**src/rtl/interrupt_ctrl.sv**
```systemverilog
// Interrupt controller: synchronizes 16 external request lines, latches rising edges
// into a pending register, counts coalesced edges and ORs a reloadable timer tick into one source.
module interrupt_ctrl #(
    parameter int SYNC_STAGES = 2,
    parameter int TIMER_BIT   = 0
) (
    input  logic        clk,
    input  logic        rst,
    input  logic [15:0] irq_in,
    input  logic        stall,
    input  logic        tmr_wen,
    input  logic [31:0] tmr_wdata,
    output logic [15:0] interrupts,
    output logic [7:0]  lost_count,
    output logic [31:0] timer_count
);

    logic [SYNC_STAGES-1:0][15:0] sync_q, sync_d;
    logic [15:0] prev_q;
    logic [15:0] pending_q, pending_d;
    logic [7:0]  lost_q, lost_d;
    logic [31:0] counter_q, counter_d;
    logic [31:0] reload_q, reload_d;
    logic [15:0] edge_s;
    logic [15:0] delivered_s;
    logic        tick_s;
    logic        any_lost_s;

    // Synchronizer chain shift: stage 0 samples the raw asynchronous lines.
    always_comb begin
        sync_d    = sync_q;
        sync_d[0] = irq_in;
        for (int i = 1; i < SYNC_STAGES; i++) begin
            sync_d[i] = sync_q[i-1];
        end
    end

    // Timer tick, rising-edge detection and delivery mask.
    always_comb begin
        tick_s = (reload_q != 32'd0) && (counter_q == 32'd1) && !tmr_wen;
        edge_s = sync_q[SYNC_STAGES-1] & ~prev_q;
        edge_s[TIMER_BIT] = edge_s[TIMER_BIT] | tick_s;
        if (stall) begin
            delivered_s = 16'h0000;
        end else begin
            delivered_s = pending_q;
        end
    end

    // Pending update and saturating count of edges that hit an undelivered pending bit.
    always_comb begin
        pending_d  = (pending_q & ~delivered_s) | edge_s;
        any_lost_s = |(edge_s & pending_q & ~delivered_s);
        if (any_lost_s && (lost_q != 8'hFF)) begin
            lost_d = lost_q + 8'd1;
        end else begin
            lost_d = lost_q;
        end
    end

    // Timer next state: a write wins over counting; reload 0 disables the timer.
    always_comb begin
        counter_d = counter_q;
        reload_d  = reload_q;
        if (tmr_wen) begin
            counter_d = tmr_wdata;
            reload_d  = tmr_wdata;
        end else if (reload_q == 32'd0) begin
            counter_d = counter_q;
        end else if (counter_q <= 32'd1) begin
            counter_d = reload_q;
        end else begin
            counter_d = counter_q - 32'd1;
        end
    end

    // State registers, cleared asynchronously.
    always_ff @(posedge clk or posedge rst) begin
        if (rst) begin
            sync_q    <= '0;
            prev_q    <= 16'h0000;
            pending_q <= 16'h0000;
            lost_q    <= 8'd0;
            counter_q <= 32'd0;
            reload_q  <= 32'd0;
        end else begin
            sync_q    <= sync_d;
            prev_q    <= sync_q[SYNC_STAGES-1];
            pending_q <= pending_d;
            lost_q    <= lost_d;
            counter_q <= counter_d;
            reload_q  <= reload_d;
        end
    end

    assign interrupts  = pending_q;
    assign lost_count  = lost_q;
    assign timer_count = counter_q;

endmodule
```
**config.mk**
```make
export PLATFORM = sky130hd
export DESIGN_NAME = interrupt_ctrl
export DESIGN_NICKNAME = d
export VERILOG_FILES = /design/src/rtl/interrupt_ctrl.sv
export SDC_FILE = /design/constraint.sdc
export NUM_CORES = 1
export LEC_CHECK = 0
export ABC_AREA = 1
export CAP_MARGIN = 20
export CORE_MARGIN = 2
export CORE_UTILIZATION = 54
export DETAILED_ROUTE_END_ITERATION = 8
export PLACE_DENSITY = 0.81
export SLEW_MARGIN = 40
export SYNTH_ARGS = -nofsm -noshare
export SYNTH_HDL_FRONTEND = slang
export SYNTH_SLANG_ARGS = --single-unit
```
**constraint.sdc**
```tcl
create_clock -name clk -period 5.39 [get_ports clk]
set_clock_uncertainty 0.05 [all_clocks]
set_input_delay 1.078 -clock clk [delete_from_list [all_inputs] [get_ports clk]]
set_output_delay 1.078 -clock clk [all_outputs]
set_load 0.02 [all_outputs]
```
==> After elaboration in Yosys (flattened, before gate mapping) <==
Index checks and enable logic that the tools add are counted.
Widths: inputs -> output; s select.
{ "classes": {"addsub": 2, "n_lt_le_gt_ge": 1, "n_eq_ne": 3, "n_mux": 4, "n_bitwise": 8, "reduce_logical": 7} }
{ "ops": {"columns": ["operator", "n"], "rows": [
  ["$mux 32", 3],
  ["$and 16x16->16", 4],
  ["$eq 32x1->1 const B", 1],
  ["$le 32x1->1 const B", 1],
  ["$logic_not 32->1", 1],
  ["$not 16->16", 2],
  ["$reduce_bool 32->1", 1],
  ["$sub 32x1->32 const B", 1],
  ["$mux 16", 1],
  ["$or 16x16->16", 1],
  ["$reduce_or 16->1", 1],
  ["$add 8x1->8 const B", 1],
  ["$ne 8x8->1 const B", 1],
  ["$logic_and 1x1->1", 3],
  ["$ne 2x2->1 const B", 1],
  ["$logic_not 1->1", 1],
  ["$or 1x1->1", 1]
]} }
{ "totals": {"regBits": 136, "input_bits": 52, "output_inout_bits": 56, "wordCells": 32} }

==> Longest topological paths before layout <==
{ "logic_depth": {"word_depth": 8, "mapped_depth": 13, "depth_no_buf": 13} }

==> Least setup slack after synthesis <==
Ideal clock, no wire load.
{ "synth_path": {"kind": "input to register", "from": "input stall", "to": "register lost_q[2] (netlist: lost_count[2])", "setup_time_ps": 65, "t_arrival_ps": 2047, "t_required_ps": 5275, "slack_ps": 3228, "stages": 9, "n_path_buf": 2, "cell_sequence": "buf_2 buf_2 nand4_1 nand4_1 nor2_1 nand2_4 nand2_4 nand2_1 nand2_1"} }
{ "synth_via": {"elab_chain_len": 5} }
{ "synth_lines": {"columns": ["element", "line", "source"], "rows": [
  ["from (decl)", "10", "input logic stall,"],
  ["$mux 16", "43", "if (stall) begin"],
  ["$not 16->16", "53", "any_lost_s = |(edge_s & pending_q & ~delivered_s);"],
  ["$and 16x16->16", "53", null],
  ["$reduce_or 16->1", "53", null],
  ["$logic_and 1x1->1", "54", "if (any_lost_s && (lost_q != 8'hFF)) begin"],
  ["to (signal assigned)", "90", "lost_q <= lost_d;"],
  ["to (decl)", "21", "logic [7:0] lost_q, lost_d;"]
]} }
No other way between the ends.
A chain may end at the register's enable or synchronous reset.

==> Final worst setup path <==
{ "layout_path": {"from": "register counter_q[3] (netlist: timer_count[3])", "to": "output timer_count[3]"} }
{ "layout_rtl": {"columns": ["element", "line", "source"], "rows": [
  ["from (decl)", "22", "logic [31:0] counter_q, counter_d;"],
  ["from (signal assigned)", "91", "counter_q <= counter_d;"],
  ["to (decl)", "15", "output logic [31:0] timer_count"]
]} }
No word-level cell between the ends.

==> impl_results.md <==
- Status: completed
- CP max stage delay: between 0.6 and 0.7 ns
- Maximum capacitance violations: 0
- Pwr Density: about 350 nW/um2
- RSZ-0062 raised after global routing: no
- DRC viols: 0
- Slew headroom: 51.2%
- FP Rows: 40
- FF-to-FF path depth: 11
- R2r startpoint: timer_count[0]$_DFFE_PP0P_
- Mapped Cells: 790
- Synth Register Bits: roughly 140
- Post-CTS Setup Repair Bufs: 0
- Placed inst area: between 7000 and 8000 um2
- Die footprint: 13200 um2
- TritonRoute pass-1 iters: 7
- CTS resizes: 0
- Ports: around 110
- CP top delay family: buffers and inverters
- Setup TNS: 0 ns
- Reg2Reg Setup Slack: ~3.0 ns
- WL/cell: around 16 um
- TritonCTS clock tree: yes
- Core Area: approximately 12000 um2
- Fin util: 69.6%
- Vias/cell: 5.48
- Setup CP Type: reg2out
- Fin crit share: between 50% and 60%
- Global Route Usage Sum: roughly a quarter
- Final nets: between 900 and 1000
- Die W: approximately 110 um
- Max Root-Sink Buffers: 2
- Clk slew on worst S/H paths: 0.06 ns
- Placer congestion estimate: between 0.9 and 1
- Part of the power in the clock network: 39.7%
- Final WL: 16500 um
- Hold Vio Cnt, Final: 0
- Internal power: 2090 uW
- Switching Fraction: 29.4%
- Worst hold-check path type: reg2reg
- Final Setup Violations: 0
- Crit end category: output port
- Vias in the first global route: around 5300
- Largest net degree at the start of global routing: 83
- Initial antenna violation count: 0
- Placed Instances: 1024
- Post-detail-place hpwl: between 10000 and 15000 um
- Fmax: ~370 MHz
- HP Start: sync_d[23]$_DFF_PP0_
- Clock Sinks: ~140
- TritonCTS buffer count: 17
- ANT cells: 0
- Fillcell total: 960
- Startpoint types: flip-flop
- Non-filler cells, final: roughly 1100
- Yosys cell types: 34
- First-iteration detailed-routing DRC count: ~580
- CTS Root Cell: clkbuf_16
- Yosys warnings: 0
- Worst R2R End: timer_count[27]$_DFFE_PP0P_
- Worst hold endpoint: sync_q[23]$_DFF_PP0_
- First-pass GRT wire length: ~26000 um
- Syn avg cell area: between 8 and 9 um2
- Hold WS: approximately 0.3 ns
- Gate power share: 18.8%
- Total congestion overflow: 0
- Peak VDD IR: 0.221 mV
- Area Growth Syn to Fin: 26.3%
- Worst skew pair latency: around 0.43 ns
- Cell Area, Synth: roughly 6600 um2
- Seq/Total Area, Yosys: between 50% and 60%
- Antenna-violating nets left: 0
- Leak: a little under 0.004 uW
- Initial core utilization: between 50% and 60%
- Register share of total power: 41.6%
- Sw power: between 800 and 900 uW
- Post-route design area: roughly 8400 um2
- WP data arrival: between 1.5 and 2 ns
- Die Y: between 100 and 150 um
- Crit-path cells: clkdlybuf4s50_1
- Layout cell share with drive strength beyond 1: between 10% and 20%
- CP Buf/Inv Count: 1
- Worst slew pin tran: approximately 0.73 ns
- H-tree depth: 4
- Syn Nets: roughly 850
- Port Buffers: roughly 110
- Hold Path Depth: 0
- Minimum clock period: around 2.7 ns
- # hold bufs at CTS: 0
- Worst EP required: approximately 4.3 ns
- Final count of pins violating max slew: 0
- Worst path slowest cell: clkdlybuf4s50_1
- Vias: slightly below 6000
- CP Max Fanout: 6
-- power by group through the flow --
stage	clock network (uW)	registers [uW]	logic, uW
after global placement	0	1240	548
final	1180	1230	556
after CTS	1190	1230	559
after detailed placement	0	1250	555
after floorplan	0	1290	273
after global routing	1240	1240	614
-- cell type report --
| class | count | area (um2) | share of cell area (%) |
|---|---|---|---|
| clock buffer | 17 | 425 | 5.09 |
| clock inverter | 13 | 171 | 2.05 |
| inverter | 69 | 265 | 3.17 |
| multi-input combinational | 560 | 2810 | 33.7 |
| sequential | 136 | 3400 | 40.7 |
| tap | 147 | 184 | 2.20 |
| timing repair buffer | 112 | 1100 | 13.1 |
-- state kept, by name (all words and copies together), names as in the netlist --
signal / count
interrupts: 16
lost_count: 8
prev_q: 16
reload_q: 32
sync_d: 16
sync_q: 16
timer_count: 32
-- kinds of logic (layout without fill, tap and decap cells) --
| kind of cell | count (synthesis) | in the layout | share of synthesized area, % |
|---|---|---|---|
| AOI/OAI and AO/OA | 78 | 78 | 7.13 |
| xor gates and xnor gates | 18 | 18 | 2.38 |
| adders and majority gates | 3 | 3 | 0.567 |
| buffers and inverters | 94 | 211 | 6.07 |
| DFF | 136 | 136 | 51.4 |
| and+or+nand+nor | 461 | 461 | 32.4 |
-- how the worst max path moves through the flow --
stage	start	end	slack, ns	cells past startpoint
2_1_floorplan	rst	interrupts[0]$_DFF_PP0_	0.62	1
3_3_place_gp	stall	lost_count[2]$_DFFE_PP0P_	2.08	9
3_5_place_dp	tmr_wen	timer_count[27]$_DFFE_PP0P_	2.40	8
4_1_cts	timer_count[3]$_DFFE_PP0P_	timer_count[3]	2.66	1
5_1_grt	timer_count[12]$_DFFE_PP0P_	timer_count[12]	2.61	1
6_report	timer_count[3]$_DFFE_PP0P_	timer_count[3]	2.66	1
-- per-stage QoR --
stage | power [uW] | setup slack, ns
after floorplan | 1560 | 0.623
after global placement | 1790 | 2.08
after detailed placement | 1800 | 2.40
after CTS | 2980 | 2.66
after global routing | 3100 | 2.61
final | 2960 | 2.66
-- metal layers --
| layer | vias to the layer above | part of all wire (%) | track usage [%] |
|---|---|---|---|
| met5 | - | 0 | 0 |
| met4 | 0 | 1.1 | 8.03 |
| met3 | 18 | 5.9 | 6.25 |
| met2 | 220 | 49 | 42.4 |
| met1 | 2761 | 44 | 35.8 |
| li1 | 2781 | - | - |
-- Yosys cell counts --
master / count / area, um2
xnor2_1: 8 / 70.1
o21ai_1: 7 / 35.0
nor2_4: 6 / 67.6
nand2_1: 217 / 815
buf_4: 3 / 22.5
nand3_2: 12 / 120
dfrtp_1: 136 / 3400
nand2_4: 3 / 33.8
nand4_2: 2 / 25.0
o21ai_0: 23 / 115
a21oi_1: 23 / 115
nor2_2: 15 / 93.8
buf_1: 7 / 26.3
a22o_1: 15 / 131
a31oi_1: 5 / 31.3
ha_1: 3 / 37.5
nor3_1: 1 / 5.00
inv_2: 2 / 7.51
nand2_2: 14 / 87.6
nand3_1: 72 / 360
xor2_1: 10 / 87.6
or2_2: 2 / 12.5
buf_2: 5 / 25.0
nand3b_1: 1 / 7.51
nor2_1: 83 / 312
inv_1: 66 / 248
clkbuf_1: 6 / 22.5
buf_6: 4 / 45.0
and2_1: 1 / 6.26
nor3b_1: 1 / 7.51
or2_0: 2 / 12.5
nand4_1: 29 / 181
a21oi_2: 5 / 43.8
clkinv_2: 1 / 5.00
-- cells in the final DEF, fill, tap and decap left out, types with 3 or more instances in the layout --
cell,n
clkbuf_16,17
nor2_4,6
nand3_1,72
nand2_1,217
nand2_4,3
nor2_1,83
inv_6,5
a21oi_1,23
nand4_1,29
bufinv_16,3
o21ai_1,7
ha_1,3
nand3_2,12
clkdlybuf4s50_1,105
buf_4,5
nor2_2,15
inv_1,65
xor2_1,10
a21oi_2,5
xnor2_1,8
o21ai_0,23
dfrtp_1,136
a31oi_1,5
nand2_2,14
clkinv_4,3
a22o_1,15
Note: power is estimated with default switching activity, not from simulation.
